[config.mk]
export PLATFORM = sky130hd
export DESIGN_NAME = alu_seq
export DESIGN_NICKNAME = d
export VERILOG_FILES = /design/src/rtl/alu_seq_pkg.sv /design/src/rtl/alu_seq_mul.sv /design/src/rtl/alu_seq.sv
export SDC_FILE = /design/constraint.sdc
export NUM_CORES = 1
export LEC_CHECK = 0
export CAP_MARGIN = 20
export CORE_ASPECT_RATIO = 0.75
export CORE_MARGIN = 2
export CORE_UTILIZATION = 45
export DETAILED_ROUTE_END_ITERATION = 8
export HOLD_SLACK_MARGIN = 0.08
export PLACE_DENSITY = 0.63
export SYNTH_ARGS = -nofsm -noshare
export SYNTH_HDL_FRONTEND = slang
export SYNTH_SLANG_ARGS = --single-unit
[constraint.sdc]
create_clock -name CLK -period 3.9 [get_ports CLK]
set_input_delay 0.39 -clock CLK [delete_from_list [all_inputs] [get_ports CLK]]
set_output_delay 0.39 -clock CLK [all_outputs]
set_load 0.005 [all_outputs]
[src/rtl/alu_seq_pkg.sv]
// Shared opcode encodings and FSM state type for the multi-cycle ALU.
package alu_seq_pkg;

  localparam logic [2:0] OP_FWD = 3'b000;
  localparam logic [2:0] OP_ADD = 3'b001;
  localparam logic [2:0] OP_AND = 3'b010;
  localparam logic [2:0] OP_OR  = 3'b011;
  localparam logic [2:0] OP_MUL = 3'b100;
  localparam logic [2:0] OP_SLL = 3'b101;
  localparam logic [2:0] OP_SRL = 3'b110;
  localparam logic [2:0] OP_SRA = 3'b111;

  typedef enum logic [1:0] {
    IDLE  = 2'd0,
    MUL   = 2'd1,
    SHIFT = 2'd2
  } state_t;

endpackage

[src/rtl/alu_seq_mul.sv]
// Iterative unsigned shift-add multiplier: one partial product per clock.
module alu_seq_mul
  import alu_seq_pkg::*;
#(
  parameter int WIDTH = 8
) (
  input  logic               CLK,
  input  logic               RESETN,
  input  logic               load,
  input  logic [WIDTH-1:0]   A,
  input  logic [WIDTH-1:0]   B,
  output logic [2*WIDTH-1:0] product,
  output logic               last_iter
);
  localparam int CW = $clog2(WIDTH);

  logic [2*WIDTH-1:0] acc;
  logic [WIDTH-1:0]   mcand;
  logic [WIDTH-1:0]   addend;
  logic [WIDTH:0]     upper;
  logic [CW-1:0]      cnt;
  logic               run;

  // Low half of acc holds the remaining multiplier bits; the sum enters the top.
  // product is the next accumulator value, complete on the last iteration.
  assign addend    = acc[0] ? mcand : '0;
  assign upper     = {1'b0, acc[2*WIDTH-1:WIDTH]} + {1'b0, addend};
  assign product   = {upper, acc[WIDTH-1:1]};
  assign last_iter = run && (cnt == CW'(WIDTH-1));

  always_ff @(posedge CLK or negedge RESETN) begin
    if (!RESETN) begin
      acc   <= '0;
      mcand <= '0;
      cnt   <= '0;
      run   <= 1'b0;
    end else if (load) begin
      acc   <= {{WIDTH{1'b0}}, B};
      mcand <= A;
      cnt   <= '0;
      run   <= 1'b1;
    end else if (run) begin
      acc <= product;
      cnt <= cnt + CW'(1);
      if (last_iter) run <= 1'b0;
    end
  end

endmodule

[src/rtl/alu_seq.sv]
// Multi-cycle ALU: single-cycle FWD/ADD/AND/OR, iterative MUL and shifts,
// START/BUSY/DONE handshake and registered flags.
module alu_seq
  import alu_seq_pkg::*;
#(
  parameter int WIDTH = 8,
  localparam int SHW  = $clog2(WIDTH)
) (
  input  logic             CLK,
  input  logic             RESETN,
  input  logic             START,
  input  logic [2:0]       SELECT,
  input  logic [WIDTH-1:0] DATA1,
  input  logic [WIDTH-1:0] DATA2,
  output logic [WIDTH-1:0] RESULT,
  output logic             ZERO,
  output logic             NEGATIVE,
  output logic             CARRY,
  output logic             OVERFLOW,
  output logic             BUSY,
  output logic             DONE
);

  state_t             state, state_nxt;
  logic [2:0]         op_q;
  logic [WIDTH-1:0]   sh_val, sh_nxt;
  logic [SHW-1:0]     sh_cnt;
  logic               sh_out;
  logic [SHW-1:0]     amt;
  logic               accept, is_shift, mul_last;
  logic [2*WIDTH-1:0] product;
  logic [WIDTH:0]     add_full;
  logic [WIDTH-1:0]   s_res;
  logic               s_c, s_v;

  assign accept   = START && (state == IDLE);
  assign amt      = DATA2[SHW-1:0];
  assign is_shift = SELECT[2] && (SELECT != OP_MUL);
  assign add_full = {1'b0, DATA1} + {1'b0, DATA2};

  alu_seq_mul #(.WIDTH(WIDTH)) u_mul (
    .CLK       (CLK),
    .RESETN    (RESETN),
    .load      (accept && (SELECT == OP_MUL)),
    .A         (DATA1),
    .B         (DATA2),
    .product   (product),
    .last_iter (mul_last)
  );

  // Results of ops that finish at the accepting edge (incl. zero-amount shifts).
  always_comb begin
    s_res = DATA1;
    s_c   = 1'b0;
    s_v   = 1'b0;
    case (SELECT)
      OP_FWD: s_res = DATA2;
      OP_ADD: begin
        s_res = add_full[WIDTH-1:0];
        s_c   = add_full[WIDTH];
        s_v   = (DATA1[WIDTH-1] == DATA2[WIDTH-1]) &&
                (add_full[WIDTH-1] != DATA1[WIDTH-1]);
      end
      OP_AND: s_res = DATA1 & DATA2;
      OP_OR:  s_res = DATA1 | DATA2;
      default: s_res = DATA1;
    endcase
  end

  always_comb begin
    sh_nxt = {sh_val[WIDTH-2:0], 1'b0};
    sh_out = sh_val[WIDTH-1];
    case (op_q)
      OP_SRL: begin sh_nxt = {1'b0, sh_val[WIDTH-1:1]};         sh_out = sh_val[0]; end
      OP_SRA: begin sh_nxt = {sh_val[WIDTH-1], sh_val[WIDTH-1:1]}; sh_out = sh_val[0]; end
      default: ;
    endcase
  end

  always_ff @(posedge CLK or negedge RESETN) begin
    if (!RESETN) state <= IDLE;
    else         state <= state_nxt;
  end

  always_comb begin
    state_nxt = state;
    case (state)
      IDLE: if (START) begin
        if (SELECT == OP_MUL)           state_nxt = MUL;
        else if (is_shift && amt != '0) state_nxt = SHIFT;
      end
      MUL:     if (mul_last)             state_nxt = IDLE;
      SHIFT:   if (sh_cnt == SHW'(1))    state_nxt = IDLE;
      default: state_nxt = IDLE;
    endcase
  end

  always_ff @(posedge CLK or negedge RESETN) begin
    if (!RESETN) begin
      RESULT   <= '0;
      CARRY    <= 1'b0;
      OVERFLOW <= 1'b0;
      DONE     <= 1'b0;
      op_q     <= OP_FWD;
      sh_val   <= '0;
      sh_cnt   <= '0;
    end else begin
      DONE <= 1'b0;
      case (state)
        IDLE: if (START) begin
          op_q <= SELECT;
          if (is_shift && amt != '0) begin
            sh_val <= DATA1;
            sh_cnt <= amt;
          end else if (SELECT != OP_MUL) begin
            RESULT   <= s_res;
            CARRY    <= s_c;
            OVERFLOW <= s_v;
            DONE     <= 1'b1;
          end
        end
        MUL: if (mul_last) begin
          RESULT   <= product[WIDTH-1:0];
          CARRY    <= 1'b0;
          OVERFLOW <= |product[2*WIDTH-1:WIDTH];
          DONE     <= 1'b1;
        end
        SHIFT: begin
          sh_val <= sh_nxt;
          sh_cnt <= sh_cnt - SHW'(1);
          if (sh_cnt == SHW'(1)) begin
            RESULT   <= sh_nxt;
            CARRY    <= sh_out;
            OVERFLOW <= 1'b0;
            DONE     <= 1'b1;
          end
        end
        default: ;
      endcase
    end
  end

  assign BUSY     = (state != IDLE);
  assign ZERO     = (RESULT == '0);
  assign NEGATIVE = RESULT[WIDTH-1];

endmodule

==> reports/metrics.yaml <==
status:
  status: "completed"
timing:
  fmax_mhz: 306
  fin_crit_ns: 3.26
  finClkSkew_ns: 0.00988
  finalHoldViolCount: 0
  slew_headroom: 0.426
  post-route-period-util: 0.837
  slew_violations: 0
  finalSetupTns_ns: 0
  setup_viol: 0
  tightestPinTransition_ns: 0.861
  rsz0062_at_grt: "false"
die:
  fp.dieW_um: 111
  rows: 29
  die_area_um2: 9400
  start_util: 0.462
  die_height_um: 84.5
  ioPinCount: 36
  core_area_um2: 8420
place:
  hpwl_um: 7900
  place.gp.congestion: 0.866
  io_buffers: 35
logic_synthesis:
  yosys.area.top_type_share: 0.354
  synth-edff-count: 0
  synth_area_leaders: "dfrtp_1 (35%), ha_1 (10%), mux2i_1 (6.7%)"
  syn_area_per_cell_um2: 8.79
  ys_ff_latch: 55
  ys_seq_area_frac: 0.354
  netlist_area_um2: 3880
  synthCells: 442
  ys.flop_type: "dfrtp_1"
  async_flop_share: 1.00
  syn-num-nets: 498
  synth-warning-count: 0
  yosysTopAreaCell: "dfrtp_1"
  synth.distinct_cells: 48
global_route:
  gr-total-overflow: 0
  antenna_found_initial: 0
  top_usage_layer: "met1"
  first_global_vias: 3161
  grt.met2_usage: 0.318
  grtUsageMet3: 0.0289
  met1_usage: 0.372
  grt_pass1_wl_um: 17100
  grt_max_degree: 41
  grtUsageTotal: 0.228
routing:
  first_pass_iters: 5
  wirelength_um: 10400
  antenna_left: 0
  drt_iter0_drc: 332
  vias: 3404
  drc: 0
  viasPerCell: 5.86
  post_drt_wl_per_cell_um: 17.9
run:
  cap_violations: 0
final_layout:
  antennaDiodeCount: 0
  drive_gt1_frac: 0.0698
  syn2layout_area_growth_pct: 16.3
  nets: 528
  fillers: 803
clocking:
  cts_tree: "yes"
  cts_resized: 0
  root_buffer: "clkbuf_16"
  clk_latency_ns: 0.30
  postCtsSetupBuffers: 0
  cts_hold_buf: 1
  cts.clk_slew.worst_paths_ns: 0.08
  cts_sinks: 55
  cts_buffers: 5
  htreeDepth: 2
  clockBufferDepth: 2
critical_path:
  endpoint_kind: "flip-flop"
  path_max_fanout: 23
  cp_data_arrival_time_ns: 3.48
  critPathLaunchType: "flip-flop"
  criticalPathCategory: "flip-flop to flip-flop"
  worst_ep_required_time_ns: 4.12
power:
  ir_drop_mv: 0.594
  power.density_nw_per_um2: 807
  power.total_mw: 3.65
  power.leakage_nw: 2.03
min_path:
  worstHoldPathType: "flip-flop to flip-flop"
-- worst max-delay path: stages (launching register included) --
cell,delay [ns]
dfrtp_1,0.45
inv_1,0.10
ha_1,0.72
clkinv_1,0.58
o221ai_2,0.46
a211o_1,0.47
and2_1,0.21
a31oi_1,0.04
a21oi_1,0.14
-- cells in the final DEF (no fill, tap or decap), types with 5 or more instances in the layout --
master           count
nand2_1             44
clkbuf_16            5
ha_1                32
and2_1              11
o211ai_1             8
clkdlybuf4s50_1     34
dfrtp_1             55
buf_4                6
nor2_1              48
nor3_1               6
mux2i_1             26
inv_1               27
xnor2_1              9
mux2_2              12
o21ai_0             38
a31oi_1              5
a211oi_1            12
nand3_1              8
a21oi_1             28
-- layer usage --
metal	up-vias	share of wire
met5	-	0
met4	0	0.011
met3	11	0.061
met2	123	0.40
met1	1642	0.53
li1	1628	-
-- flip-flops by register name, indices dropped and copies added (netlist names), 2 cells and up --
name,count
sh_cnt,3
state,2
u_mul.mcand,8
u_mul.acc,16
RESULT,8
sh_val,8
u_mul.cnt,3
op_q,3
-- power by group --
group	internal [mW]	switching (mW)	total, mW
logic	0.898	1.11	2.01
registers	0.867	0.236	1.10
clock network	0.323	0.210	0.533
-- layout make-up --
cell class                      count  area [µm²]  area share
Multi-Input combinational cell    340        2320       0.514
Sequential cell                    55        1380       0.305
Timing Repair Buffer               42         400      0.0886
Clock buffer                        6         139      0.0307
Tap cell                          108         135      0.0299
Inverter                           28         105      0.0233
Clock inverter                      2        38.8     0.00858
-- per-stage QoR --
step	hold slack [ns]	setup slack, ns	utilization	area, µm²	cells
after floorplan	0.0944	1.48	-	3880	442
after global placement	0.331	0.745	0.514	4330	572
after detailed placement	0.337	0.768	0.514	4330	572
after CTS	0.487	0.738	0.537	4520	581
after global routing	0.519	0.375	0.537	4520	581
final	0.481	0.637	0.537	4520	581
-- final timing paths --
kind / to / from / slack, ns / cells past startpoint
min in group asynchronous: u_mul.mcand[5] / RESETN / 0.55 / 2
max in group asynchronous: RESULT[4] / RESETN / 2.46 / 3
min reg2reg: u_mul.mcand[0] / u_mul.mcand[0] / 0.48 / 2
max: RESULT[6] / state[0] / 0.64 / 8
max reg2reg: RESULT[6] / state[0] / 0.64 / 8
min: u_mul.mcand[0] / u_mul.mcand[0] / 0.48 / 2
-- cell usage after synthesis (2+ instances only) --
library cell and instances:
nor2_1 48, buf_1 2, nor2b_1 4, a211oi_1 12
dfrtp_1 55, buf_2 4, a21o_1 4, fa_1 2
a21oi_1 28, mux2i_1 26, a31oi_1 5, clkbuf_1 12
nand2b_1 4, or4_1 3, and2_1 11, a22o_1 2
xor2_1 2, a221oi_1 2, a211o_1 2, o211ai_1 8
nor3_1 6, nand4_1 3, or3_1 4, nand2_1 44
inv_1 27, ha_1 32, o21ai_0 38, nor4_1 2
xnor2_1 9, mux2_2 12, o21bai_1 2, nand3_1 8
o22ai_1 4
-- logic make-up (layout without fill, tap and decap cells) --
group / count (synthesis) / in the layout / synth area share
simple gates: 140 / 140 / 0.164
compound gates: 116 / 116 / 0.189
mux: 39 / 39 / 0.108
buf+inv: 47 / 78 / 0.0477
fa+ha+maj: 34 / 34 / 0.113
xor+xnor: 11 / 11 / 0.0248
flops: 55 / 55 / 0.354
Note: power is estimated with default switching activity, not from simulation.
